<file path="src/rtl/ogege_bus_pkg.sv">
// Shared definitions for the 32-bit memory/peripheral bus and its DMA initiator.
package ogege_bus_pkg;

   localparam int BUS_ADDR_W = 32;
   localparam int BUS_DATA_W = 32;

   localparam logic [7:0] TEXT_BASE  = 8'h10;
   localparam logic [7:0] PSRAM_BASE = 8'h40;

   typedef enum logic [2:0] {
      ST_IDLE   = 3'd0,
      ST_RD_REQ = 3'd1,
      ST_RD_GAP = 3'd2,
      ST_WR_REQ = 3'd3,
      ST_WR_GAP = 3'd4,
      ST_FINISH = 3'd5
   } dma_state_t;

   // Byte elements travel in the low lane of the data bus.
   function automatic logic [BUS_DATA_W-1:0] byte_lane(input logic [7:0] b);
      return {24'd0, b};
   endfunction

endpackage

</file>
<file path="src/rtl/bus_access_req.sv">
// One bus access: owns the strobe, holds addr/we/data while it is high, and
// bounds the wait for the responder's ready.
module bus_access_req
   import ogege_bus_pkg::*;
#(
   parameter int TIMEOUT = 255
) (
   input  logic                  clk,
   input  logic                  rst_n,
   input  logic                  launch,
   input  logic                  launch_we,
   input  logic [BUS_ADDR_W-1:0] launch_addr,
   input  logic [BUS_DATA_W-1:0] launch_data,
   input  logic                  ready,
   output logic                  strobe,
   output logic                  we,
   output logic [BUS_ADDR_W-1:0] addr,
   output logic [BUS_DATA_W-1:0] data,
   output logic                  ack,
   output logic                  timeout
);

   localparam logic [15:0] WAIT_MAX = 16'(TIMEOUT);

   logic [15:0] wait_r;

   assign ack     = strobe & ready;
   assign timeout = strobe & ~ready & (wait_r == WAIT_MAX);

   // Strobe, held access fields and wait counter.
   always_ff @(posedge clk or negedge rst_n) begin
      if (!rst_n) begin
         strobe <= 1'b0;
         we     <= 1'b0;
         addr   <= {BUS_ADDR_W{1'b0}};
         data   <= {BUS_DATA_W{1'b0}};
         wait_r <= 16'd0;
      end else if (launch) begin
         strobe <= 1'b1;
         we     <= launch_we;
         addr   <= launch_addr;
         data   <= launch_data;
         wait_r <= 16'd0;
      end else if (ack || timeout) begin
         strobe <= 1'b0;
      end else if (strobe) begin
         wait_r <= wait_r + 16'd1;
      end
   end

endmodule

</file>
<file path="src/rtl/bus_dma_initiator.sv">
// Bus-initiator DMA engine: copies or fills a run of byte elements between bus
// addresses, sequencing src/dst/count around a single-access requester.
module bus_dma_initiator
   import ogege_bus_pkg::*;
#(
   parameter int LENW    = 16,
   parameter int STEP    = 1,
   parameter int TIMEOUT = 255
) (
   input  logic                  i_cpu_clk,
   input  logic                  i_rstn,
   input  logic                  i_start,
   input  logic                  i_mode,
   input  logic [BUS_ADDR_W-1:0] i_src,
   input  logic [BUS_ADDR_W-1:0] i_dst,
   input  logic [LENW-1:0]       i_len,
   input  logic [7:0]            i_fill,
   input  logic                  i_abort,
   output logic                  o_busy,
   output logic                  o_done,
   output logic                  o_error,
   output logic [LENW-1:0]       o_remaining,
   output logic                  o_bus_clk,
   output logic                  o_bus_we,
   output logic [BUS_ADDR_W-1:0] o_bus_addr,
   output logic [BUS_DATA_W-1:0] o_bus_data,
   input  logic [BUS_DATA_W-1:0] i_bus_data,
   input  logic                  i_bus_data_ready
);

   localparam logic [BUS_ADDR_W-1:0] ADDR_STEP = BUS_ADDR_W'(STEP);
   localparam logic [LENW-1:0]       LEN_ZERO  = {LENW{1'b0}};
   localparam logic [LENW-1:0]       LEN_ONE   = LENW'(1);

   dma_state_t            state_r, state_s;
   logic [BUS_ADDR_W-1:0] src_r, dst_r;
   logic [LENW-1:0]       rem_r;
   logic                  mode_r, busy_r, done_r, error_r;
   logic [7:0]            fill_r, byte_r;
   logic                  accept_s, launch_s, launch_we_s, ack_s, timeout_s;
   logic [BUS_ADDR_W-1:0] launch_addr_s;
   logic [BUS_DATA_W-1:0] launch_data_s;
   logic [23:0]           unused_bus_bits;

   assign unused_bus_bits = i_bus_data[31:8];

   // busy_r stays high through the done pulse, so a start coinciding with done is refused.
   assign accept_s = (state_r == ST_IDLE) & i_start & ~busy_r;

   bus_access_req #(.TIMEOUT(TIMEOUT)) u_access (
      .clk         (i_cpu_clk),
      .rst_n       (i_rstn),
      .launch      (launch_s),
      .launch_we   (launch_we_s),
      .launch_addr (launch_addr_s),
      .launch_data (launch_data_s),
      .ready       (i_bus_data_ready),
      .strobe      (o_bus_clk),
      .we          (o_bus_we),
      .addr        (o_bus_addr),
      .data        (o_bus_data),
      .ack         (ack_s),
      .timeout     (timeout_s)
   );

   // FSM state register.
   always_ff @(posedge i_cpu_clk or negedge i_rstn) begin
      if (!i_rstn) begin
         state_r <= ST_IDLE;
      end else begin
         state_r <= state_s;
      end
   end

   // Next state and access launch; abort is only honoured between accesses.
   always_comb begin
      state_s       = state_r;
      launch_s      = 1'b0;
      launch_we_s   = 1'b1;
      launch_addr_s = dst_r;
      launch_data_s = byte_lane(fill_r);
      case (state_r)
         ST_IDLE: begin
            if (accept_s) begin
               if (i_len == LEN_ZERO || i_abort) begin
                  state_s = ST_FINISH;
               end else if (i_mode) begin
                  state_s       = ST_WR_REQ;
                  launch_s      = 1'b1;
                  launch_addr_s = i_dst;
                  launch_data_s = byte_lane(i_fill);
               end else begin
                  state_s       = ST_RD_REQ;
                  launch_s      = 1'b1;
                  launch_we_s   = 1'b0;
                  launch_addr_s = i_src;
                  launch_data_s = {BUS_DATA_W{1'b0}};
               end
            end else begin
               state_s = ST_IDLE;
            end
         end
         ST_RD_REQ: begin
            if (ack_s) begin
               state_s = ST_RD_GAP;
            end else if (timeout_s) begin
               state_s = ST_FINISH;
            end else begin
               state_s = ST_RD_REQ;
            end
         end
         ST_RD_GAP: begin
            if (i_abort) begin
               state_s = ST_FINISH;
            end else begin
               state_s       = ST_WR_REQ;
               launch_s      = 1'b1;
               launch_data_s = byte_lane(byte_r);
            end
         end
         ST_WR_REQ: begin
            if (ack_s) begin
               state_s = ST_WR_GAP;
            end else if (timeout_s) begin
               state_s = ST_FINISH;
            end else begin
               state_s = ST_WR_REQ;
            end
         end
         ST_WR_GAP: begin
            if (rem_r == LEN_ONE || i_abort) begin
               state_s = ST_FINISH;
            end else if (mode_r) begin
               state_s       = ST_WR_REQ;
               launch_s      = 1'b1;
               launch_addr_s = dst_r + ADDR_STEP;
            end else begin
               state_s       = ST_RD_REQ;
               launch_s      = 1'b1;
               launch_we_s   = 1'b0;
               launch_addr_s = src_r;
               launch_data_s = {BUS_DATA_W{1'b0}};
            end
         end
         ST_FINISH: begin
            state_s = ST_IDLE;
         end
         default: begin
            state_s = ST_IDLE;
         end
      endcase
   end

   // Command latch, address/count progress and status flags.
   always_ff @(posedge i_cpu_clk or negedge i_rstn) begin
      if (!i_rstn) begin
         src_r   <= {BUS_ADDR_W{1'b0}};
         dst_r   <= {BUS_ADDR_W{1'b0}};
         rem_r   <= LEN_ZERO;
         mode_r  <= 1'b0;
         fill_r  <= 8'd0;
         byte_r  <= 8'd0;
         busy_r  <= 1'b0;
         done_r  <= 1'b0;
         error_r <= 1'b0;
      end else begin
         done_r <= (state_r == ST_FINISH);
         if (accept_s) begin
            src_r   <= i_src;
            dst_r   <= i_dst;
            rem_r   <= i_len;
            mode_r  <= i_mode;
            fill_r  <= i_fill;
            busy_r  <= 1'b1;
            error_r <= 1'b0;
         end else begin
            if (done_r) begin
               busy_r <= 1'b0;
            end
            if (timeout_s) begin
               error_r <= 1'b1;
            end
            if (state_r == ST_RD_REQ && ack_s) begin
               byte_r <= i_bus_data[7:0];
            end
            if (state_r == ST_RD_GAP) begin
               src_r <= src_r + ADDR_STEP;
            end
            if (state_r == ST_WR_GAP) begin
               dst_r <= dst_r + ADDR_STEP;
               rem_r <= rem_r - LEN_ONE;
            end
         end
      end
   end

   assign o_busy      = busy_r;
   assign o_done      = done_r;
   assign o_error     = error_r;
   assign o_remaining = rem_r;

endmodule
</file>
<file path="config.mk">
export PLATFORM = sky130hd
export DESIGN_NAME = bus_dma_initiator
export DESIGN_NICKNAME = d
export VERILOG_FILES = /design/src/rtl/ogege_bus_pkg.sv /design/src/rtl/bus_access_req.sv /design/src/rtl/bus_dma_initiator.sv
export SDC_FILE = /design/constraint.sdc
export NUM_CORES = 1
export LEC_CHECK = 0
export ABC_CLOCK_PERIOD_IN_PS = 2900
export CAP_MARGIN = 20
export CORE_MARGIN = 2
export CORE_UTILIZATION = 51
export CTS_CLUSTER_DIAMETER = 100
export CTS_CLUSTER_SIZE = 40
export DETAILED_ROUTE_END_ITERATION = 10
export PLACE_DENSITY_LB_ADDON = 0.15
export SYNTH_ARGS = -nofsm -noshare
export SYNTH_HDL_FRONTEND = slang
export SYNTH_SLANG_ARGS = --single-unit
</file>
<file path="constraint.sdc">
create_clock -name i_cpu_clk -period 2.9 [get_ports i_cpu_clk]
set_input_delay 0.435 -clock i_cpu_clk [delete_from_list [all_inputs] [get_ports i_cpu_clk]]
set_output_delay 0.435 -clock i_cpu_clk [all_outputs]
set_load 0.03 [all_outputs]
</file>
### Word level (Yosys, flattened, before mapping)

Index checks and enable logic that the tools add are counted.

* multiply operators: 0
* magnitude comparators: 0
* mux-type cells: 50
* $add $sub $neg: 4
* shifts and indexed selects: 0
* eq/ne operators: 8
* reductions and logical operators: 14
* div/mod/pow operators: 0
* bitwise logic cells: 8

Operators by type and width (count)
* 2-to-1 mux 32 bit: 9
* 2-to-1 mux 16 bit: 5
* adder 32 x 1 -> 32 bit (second input constant): 2
* one-hot mux 32 bit (2 select lines): 1
* 2-to-1 mux 8 bit: 6
* 2-to-1 mux 3 bit: 8
* one-hot mux 8 bit (3 select lines): 1
* adder 16 x 1 -> 16 bit (second input constant): 1
* == test 16 x 1 -> 1 bit (second input constant): 1
* == test 16 x 8 -> 1 bit (second input constant): 1
* logical NOT 16 bit: 1
* subtractor 16 x 1 -> 16 bit (second input constant): 1
* 2-to-1 mux 1 bit: 15
* one-hot mux 3 bit (5 select lines): 1
* nonzero test 2 bit: 6
* == test 3 x 2 -> 1 bit (second input constant): 2
* == test 3 bit (second input constant): 2
* AND 1 bit: 5
* 2-to-1 mux 2 bit: 2
* AND reduction 2 bit: 2
* == test 3 x 1 -> 1 bit (second input constant): 1
* logical NOT 3 bit: 1
* logical OR 1 bit: 3
* inverter 1 bit: 3
* 4 further kinds: 4

* bits in writable memories: 0
* latch bits: 0
* output and inout port bits: 85
* logic and storage cells: 99
* memory bits (read-only): 0
* register bits: 185
* memories kept: 0

### Longest topological paths before layout

Gate-level depths: netlist of the first run.

* depth in word-level cells: 7
* mapped depth: 9

### Modules after synthesis

Synthesis of the first run repeated with hierarchy kept, for this count alone.

* cell total of the unflattened synthesis: 1204
* area, all modules: 11258.3 um^2

By module, submodules not included
* bus_dma_initiator: area an instance 7837.5 um^2, cells each 965, sequential area each 2577.5 um^2, times used 1
* bus_access_req: area an instance 3420.8 um^2, cells each 239, sequential area each 2052.0 um^2, times used 1

### Worst setup path before layout of the first run

OpenSTA, ideal clock, no wires.

* path kind: flip-flop to flip-flop
* start: register rem_r[1], in the netlist o_remaining[1]
* end: register u_access.addr[19]
* path buffers: 1
* cell stages (with the launch flop): 9
* setup slack: 0.719 ns
* setup time: 0.121 ns
* data arrival time: 2.060 ns
* cells stage by stage: dfrtp_1 inv_1 ha_1 nor3b_1 a41o_2 nor2_2 clkbuf_1 o21ai_0 o22a_1

* cells in the longest elaborated chain, start to end: 4
* elaborated cells on any way between the ends: 6
* those cells by class: eq/ne: 1; mux: 4; reduce/logical: 1

RTL lines
* start: declaration: line bus_dma_initiator.sv:37 `logic [LENW-1:0] rem_r;`
* start signal: assignment: line bus_dma_initiator.sv:171 `rem_r <= i_len;`
* start signal: assignment: line bus_dma_initiator.sv:191 `rem_r <= rem_r - LEN_ONE;`
* == test 16 x 1 -> 1 bit (*): line bus_dma_initiator.sv:131 `if (rem_r == LEN_ONE || i_abort) begin`
* logical OR 1 bit (*): line bus_dma_initiator.sv:131
* 2-to-1 mux 1 bit or 2-to-1 mux 32 bit (tied branches): line bus_dma_initiator.sv:131
* one-hot mux 1 bit (3 select lines) or one-hot mux 32 bit (2 select lines) (tied branches): line bus_dma_initiator.sv:82 `case (state_r)`
* end signal: assignment: line bus_access_req.sv:35 `addr <= {BUS_ADDR_W{1'b0}};`
* end signal: assignment: line bus_access_req.sv:41 `addr <= launch_addr;`
* end: declaration: line bus_access_req.sv:17 `output logic [BUS_ADDR_W-1:0] addr,`

Every way passes the cells marked *; elsewhere a longest branch is shown, timed or not.
A chain may end at the register's enable or synchronous reset.

### Final worst setup path of the first run

* start: register rem_r[1], in the netlist o_remaining[1]
* end: register u_access.addr[2]

The elaborated chain is that of the path after synthesis.

==> results of run 1 <==
==> cells in the mapped netlist, drive strengths merged, types with 17 or more instances <==
cell type  number  share of area (%)
and3           18                1.1
xnor2          26                2.2
o311ai         30                2.6
nand3          40                2.0
a22oi          27                2.0
o21ai         110                5.4
clkbuf         47                1.8
nand2         168                6.2
o211ai         17                1.3
nor4           27                2.6
nor2          101                3.8
buf            60                3.6
a221o          21                2.1
nor3           29                1.8
nand4          23                1.7
a21oi          52                2.6
dfrtp         161                 40
==> power groups by stage <==
stage,sequential [mW],clock [mW],combinational (mW)
5_1_grt,2.25,2.60,0.345
2_1_floorplan,2.30,0,0.102
4_1_cts,2.25,2.51,0.326
6_report,2.25,2.50,0.326
3_3_place_gp,2.30,0,0.325
3_5_place_dp,2.30,0,0.325
==> final timing paths <==
| check | startpoint | end | cells after the start | slack (ns) |
|---|---|---|---|---|
| setup reg to reg | o_remaining[1]$_DFFE_PN0P_ | u_access.addr[2]$_DFFE_PN0P_ | 7 | 0.37 |
| min in group i_cpu_clk | o_done$_DFF_PN0_ | o_busy$_DFFE_PN0P_ | 1 | 0.46 |
| max in group asynchronous | i_rstn | src_r[13]$_DFFE_PN0P_ | 2 | 2.14 |
| hold reg to reg | o_done$_DFF_PN0_ | o_busy$_DFFE_PN0P_ | 1 | 0.46 |
| setup / recovery | o_remaining[1]$_DFFE_PN0P_ | u_access.addr[2]$_DFFE_PN0P_ | 7 | 0.37 |
| hold / removal | i_rstn | o_remaining[5]$_DFFE_PN0P_ | 1 | 0.04 |
==> layer usage <==
metal / global-route usage [%] / part of all wire, % / vias up
met5: 0 / 0 / -
met4: 12.5 / 3.6 / 0
met3: 6.74 / 10 / 103
met2: 50.7 / 46 / 657
met1: 44.6 / 40 / 4934
li1: - / - / 4620
==> logic make-up (layout without fill, tap and decap cells) <==
family / after synthesis / after routing / synth area share (%)
mux: 28 / 28 / 2.91
other cells: 1 / 24 / 0.0368
fa+ha+maj: 5 / 5 / 0.613
simple gates: 466 / 466 / 23.7
xor+xnor: 42 / 42 / 3.61
compound gates: 349 / 349 / 23.8
buf+inv: 121 / 261 / 5.86
flops: 161 / 161 / 39.5
==> sequential cells by signal, indices dropped and copies added, names as in the netlist, 3 cells and up <==
register,cells
byte_r,8
dst_r,32
fill_r,8
o_remaining,16
src_r,32
state_r,3
u_access.addr,32
u_access.data,8
u_access.wait_r,16
==> per-stage QoR <==
step | instances | cell area, µm² | power (mW) | util, %
6_report | 1601 | 12800 | 5.08 | 65.7
5_1_grt | 1601 | 12800 | 5.20 | 65.7
4_1_cts | 1601 | 12800 | 5.10 | 65.7
3_5_place_dp | 1569 | 12200 | 2.62 | 62.4
3_3_place_gp | 1568 | 12200 | 2.62 | 62.4
2_1_floorplan | 1196 | 10300 | 2.40 | -
==> worst register-to-register path: cells and delay by family (launching register included) <==
kind	cells	cell delay, ns
AOI/OAI and AO/OA	4	1.37
adders and majority gates	1	0.16
and+or+nand+nor	1	0.42
DFF	1	0.40
buffers and inverters	1	0.10
==> placed cells by master (no fill, tap or decap), types with 19 or more instances in the layout <==
master             n
dfrtp_1          161
a21oi_1           52
buf_4             45
nor3_1            24
nand4_1           19
conb_1            24
nand3_1           40
nor2_1            98
o21ai_0          108
o311ai_0          29
a221o_1           21
clkdlybuf4s50_1  161
a22oi_1           27
xnor2_1           26
nand2_1          166
==> cell type report <==
| cell class | instances | area share, % |
|---|---|---|
| Clock buffer | 20 | 3.64 |
| Timing Repair Buffer | 215 | 16.5 |
| Multi-Input combinational cell | 914 | 44.1 |
| Tap cell | 265 | 2.58 |
| Inverter | 14 | 0.409 |
| Sequential cell | 161 | 31.4 |
| Clock inverter | 12 | 1.39 |
==> impl_results.md, run 1 <==
- Drt wl/cell: 21.7 µm
- Final worst path period need: 2.53 ns
- Critical path's slowest cell: o21ai_0
- Fin crit share: 87.3%
- Synthesized instance count: 1173
- Slew HR: 52.8%
- Clock Path Buffers: 2
- Register bit total from synthesis: 161
- Cell family with most CP delay: compound AO/OA/AOI/OAI gates
- Post-Place Worst Slack: 0.0729 ns
- Setup Skew: 0.0118 ns
- Sequential cell area fraction in the yosys report: 39.5%
- Gr ovfl total: 0
- Number of global-route vias before repair: 9868
- Sw frac: 22.8%
- Global-route wire length before repair: 54800 µm
- Worst EP arrival: 2.88 ns
- Clk Tree Root Cell: clkbuf_16
- Least-Margin Pin Slew: 0.708 ns
- Initial Util: 52.2%
- Clock net sink count: 161
- CTS tree: built
- Max Fclk: 395 MHz
- Core Region: 19500 µm²
- Hold buffers post-CTS: 0
- Pint: 3.92 mW
- Reg clk slew, reported paths: 0.07 ns
- # setup viols final: 0
- Critical Path Max Stage Delay: 0.61 ns
- Status: complete, no violations
- Iter 0 DRT Violations: 1104
- NetSw: 1.16 mW
- Peak VDD IR: 0.389 mV
- Clk Latency, worst-skew pair: 0.43 ns
- Required @ worst endpoint: 3.25 ns
- GRT Resource Usage Total: 32.4%
- Worst setup margin: 0.369 ns
- Critical path class: reg -> reg
- Prevailing post-synth register cell: dfrtp_1
- Post-CTS setup repair buffer count: 0
- Clock share of power: 49.2%
- Nets@finish: 1454
- Die height: 145 µm
- Antenna fix cells: 0
- Final slew viol count: 0
- DR DRC count: 0
- Vias: 10300
- Setup tns final: 0 ns
- Comb pwr share: 6.4%
- Post-DRT Antenna Nets: 0
- Area of the multi-input gates: 5660 µm²
- Cell Area, Synth: 10200 µm²
- # fillers: 1648
- Leakage dissipation: 5.19 nW
- RSZ-0062 raised after global routing: no
- Syn_area_per_cell: 8.69 µm²
- Dpl hpwl: 24300 µm
- Hold WC Path Type: in -> async
- CTS HTree Levels: 4
- Placer Congestion: 0.939
- Share of layout cells above drive strength 1: 10.0%
- Post-synth EDFFs: 0
- Critical Path Start Type: flop
- Row count: 51
- Cell variety after synth: 81
- Worst-path cell chain: inv_1 -> ha_1 -> nor3b_1 -> a41oi_4 -> o21ai_0 -> a22oi_1 -> a31oi_1
- Final hold slack: 0.0398 ns
- Maxcap violations: 0
- Via-to-Cell Ratio: 6.44
- Total Wirelength: 34800 µm
- Sequential fraction of design power: 44.4%
- DRT Pass-1 Iters: 8
- Layout area overhead: 25.9%
- Largest net degree at the start of global routing: 69
- Num CTS Buffers: 17
- FFs w/ async S/R, synth: 100%
- Hold Vio Cnt, Final: 0
- Initial antenna violation count: 0
- Cell Pwr Density: 395 nW/µm²
- Critical Path Sink Type: flop
- Seq. cell area: 4030 µm²
- Die Area: 21100 µm²
- I/O Pins: 211
- Synthesis Warnings: 0
- Die X: 145 µm
- PortBufs: 162
- Buffers & Inverters on Critical Path: 1
- Post-CTS Resized: 0
- CP max FO: 10
(Power assumes the default switching activity.)
==> run 2, diff against run 1 <==
--- a/config.mk
+++ b/config.mk
@@ -10,7 +10,6 @@
 export CORE_MARGIN = 2
 export CORE_UTILIZATION = 51
 export CTS_CLUSTER_DIAMETER = 100
-export CTS_CLUSTER_SIZE = 40
 export DETAILED_ROUTE_END_ITERATION = 10
 export PLACE_DENSITY_LB_ADDON = 0.15
 export SYNTH_ARGS = -nofsm -noshare
==> results of run 2 <==
The final DEF is identical to that of run 1; final timing and power are the same.
==> run 3, diff against run 2 <==
--- a/config.mk
+++ b/config.mk
@@ -5,11 +5,13 @@
 export SDC_FILE = /design/constraint.sdc
 export NUM_CORES = 1
 export LEC_CHECK = 0
-export ABC_CLOCK_PERIOD_IN_PS = 2900
+export ABC_CLOCK_PERIOD_IN_PS = 2200
 export CAP_MARGIN = 20
+export CORE_ASPECT_RATIO = 1.4
 export CORE_MARGIN = 2
-export CORE_UTILIZATION = 51
+export CORE_UTILIZATION = 47
 export CTS_CLUSTER_DIAMETER = 100
+export CTS_CLUSTER_SIZE = 10
 export DETAILED_ROUTE_END_ITERATION = 10
 export PLACE_DENSITY_LB_ADDON = 0.15
 export SYNTH_ARGS = -nofsm -noshare
==> constraint.sdc (replaced) <==
create_clock -name i_cpu_clk -period 2.2 [get_ports i_cpu_clk]
set_input_delay 0.33 -clock i_cpu_clk [delete_from_list [all_inputs] [get_ports i_cpu_clk]]
set_output_delay 0.33 -clock i_cpu_clk [all_outputs]
set_load 0.03 [all_outputs]
==> impl_results.md, run 3 (same netlist as run 1, synthesis figures left out) <==
- Row count: 63
- Worst r2r src: src_r[0]$_DFFE_PN0P_
- Finished Cell Area: 13800 µm²
- Clock net sink count: 161
- Leakage dissipation: 5.74 nW
- Total Wirelength: 35500 µm
- Hold Vio Cnt, Final: 0
- Final slew viol count: 0
- Die X: 128 µm
- Clk Tree Root Cell: clkbuf_16
- Critical Path Max Stage Delay: 0.40 ns
- Critical path class: reg -> reg
- Via-to-Cell Ratio: 6.25
- Core Region: 21200 µm²
- CTS tree: built
- DP Area: 12900 µm²
- Clock Path Buffers: 2
- Layout area overhead: 35.1%
- Initial Util: 48.1%
- Critical path startpoint: src_r[0]$_DFFE_PN0P_
- Slew HR: 61.1%
- Clock share of power: 46.7%
- DRT Pass-1 Iters: 7
- Iter 0 DRT Violations: 979
- NetSw: 1.56 mW
- Hold WC Path Type: in -> reg
- Worst-path cell chain: buf_4 -> and3_1 -> nand4b_1 -> buf_4 -> nor2_1 -> buf_4 -> nand2_1 -> o311ai_0
- Initial antenna violation count: 0
- Maxcap violations: 0
- Placer Congestion: 0.959
- Worst EP arrival: 2.46 ns
- DR DRC count: 0
- Share of layout cells above drive strength 1: 17.7%
- Clk Latency, worst-skew pair: 0.44 ns
- Sw frac: 24.3%
- Antenna fix cells: 0
- PortBufs: 162
- # fillers: 1819
- CP max FO: 6
- Global-route wire length before repair: 55300 µm
- Cell total after placement: 1653
- DR WL met3: 2530 µm
- Biggest registers after layout: dst_r: 32 flops, src_r: 32 flops, u_access.addr: 32 flops
- Setup Skew: 0.0142 ns
- Most common library cell in the layout ignoring fill and taps: nand2_1
- Status: complete, no violations
- GRT Resource Usage Total: 31.2%
- Required @ worst endpoint: 2.50 ns
- Sequential fraction of design power: 46.2%
- Critical Path Start Type: flop
- Num CTS Buffers: 17
- CTS HTree Levels: 4
- Post-DRT Antenna Nets: 0
- Gr ovfl total: 0
- Most frequent cells in the layout: nand2_1 (164), dfrtp_1 (161), clkdlybuf4s50_1 (158)
- Number of global-route vias before repair: 10200
- Largest net degree at the start of global routing: 54
- Critical path's slowest cell: dfrtp_1
- Max Fclk: 463 MHz
- Vias: 10600
- Least-Margin Pin Slew: 0.584 ns
- Reg clk slew, reported paths: 0.08 ns
- I/O Pins: 211
- Comb pwr share: 7.0%
- Pint: 4.87 mW
- Max layer used: met4
- Critical Path Sink Type: flop
- Crit-path most repeated cell: buf_4
- Fin crit share: 98.2%
- Hold wc startpoint: i_len[12]
- Nets@finish: 1553
- Drt wl/cell: 20.9 µm
- Post-Layout Cell Count: 1695
- Die Area: 22900 µm²
- Final worst path period need: 2.16 ns
- Metal2 WL: 17200 µm
- # setup viols final: 0
- Cell Pwr Density: 466 nW/µm²
- Met1 Wirelength: 14200 µm
- Dpl hpwl: 25800 µm
- Die height: 178 µm
- Peak VDD IR: 0.579 mV
-- run 3: cell types whose count changed in the layout (fill, tap and decap cells not counted), moves of 3 or more --
cell / before / now
a221oi_1: 6 / 3
a221oi_2: 0 / 3
buf_12: 7 / 13
buf_4: 45 / 133
buf_6: 2 / 6
clkbuf_8: 3 / 0
clkdlybuf4s50_1: 161 / 158
dlymetal6s2s_1: 0 / 3
inv_6: 2 / 5
nor4_1: 17 / 13
nor4_4: 4 / 8
-- run 3: cell type report --
type                            count  area, µm²  share of cell area [%]
Clock buffer                       17        425                    3.09
Clock inverter                     15        156                    1.13
Inverter                           14       52.6                   0.381
Multi-Input combinational cell    914       5840                    42.4
Sequential cell                   161       4030                    29.2
Tap cell                          260        325                    2.36
Timing Repair Buffer              314       2960                    21.4
-- run 3: layer usage --
| layer | up-vias | track usage (%) |
|---|---|---|
| met5 | - | 0 |
| met1 | 5126 | 39.2 |
| li1 | 4824 | - |
| met3 | 124 | 4.98 |
| met2 | 525 | 52.0 |
| met4 | 0 | 15.8 |
-- run 3: worst paths after layout --
path,end,slack (ns),depth (start not counted)
worst max-delay path,src_r[25]$_DFFE_PN0P_,0.04,8
worst min-delay path,o_remaining[12]$_DFFE_PN0P_,0.23,3
worst max register to register,src_r[25]$_DFFE_PN0P_,0.04,8
worst min register to register,u_access.addr[0]$_DFFE_PN0P_,0.50,2
max in group asynchronous,src_r[2]$_DFFE_PN0P_,1.05,3
min in group asynchronous,u_access.addr[0]$_DFFE_PN0P_,0.43,2
-- run 3: what timing repair did --
action | 4_1_cts | 5_1_grt
buffers inserted | 2 | 8
gates resized for setup | 7 | 35
endpoints found under the hold margin | 48 | 0
pin swaps | 4 | 12
hold buffers | 1 | 0
cloned | 0 | 0
setup endpoints to repair | 46 | 50
-- run 3: critical path: cells and delay by family (launching register included) --
family                 cells  cell delay, ns
flip-flops                 1            0.40
buffers and inverters      3            0.53
AND/OR/NAND/NOR            4            0.69
AO/OA/AOI/OAI              1            0.38
-- run 3: metrics by stage --
step                      util (%)  setup slack, ns  hold slack [ns]  power, mW  setup TNS [ns]
after global routing          65.0         -0.00163            0.270       6.60        -0.00182
after floorplan                  -           0.0190           0.0344       3.16               0
after detailed placement      61.0           -0.589            0.346       3.46          -28.18
after CTS                     64.0           0.0121            0.452       6.46               0
after global placement        60.9           -0.513            0.345       3.46          -24.65
final                         65.0           0.0394            0.230       6.43               0
-- run 3: power by group through the flow --
stage / combinational (mW) / sequential, mW / clock [mW]
finish: 0.451 / 2.97 / 3.00
global route: 0.479 / 2.97 / 3.15
CTS: 0.444 / 2.97 / 3.04
detailed placement: 0.437 / 3.03 / 0
global placement: 0.435 / 3.03 / 0
floorplan: 0.135 / 3.03 / 0
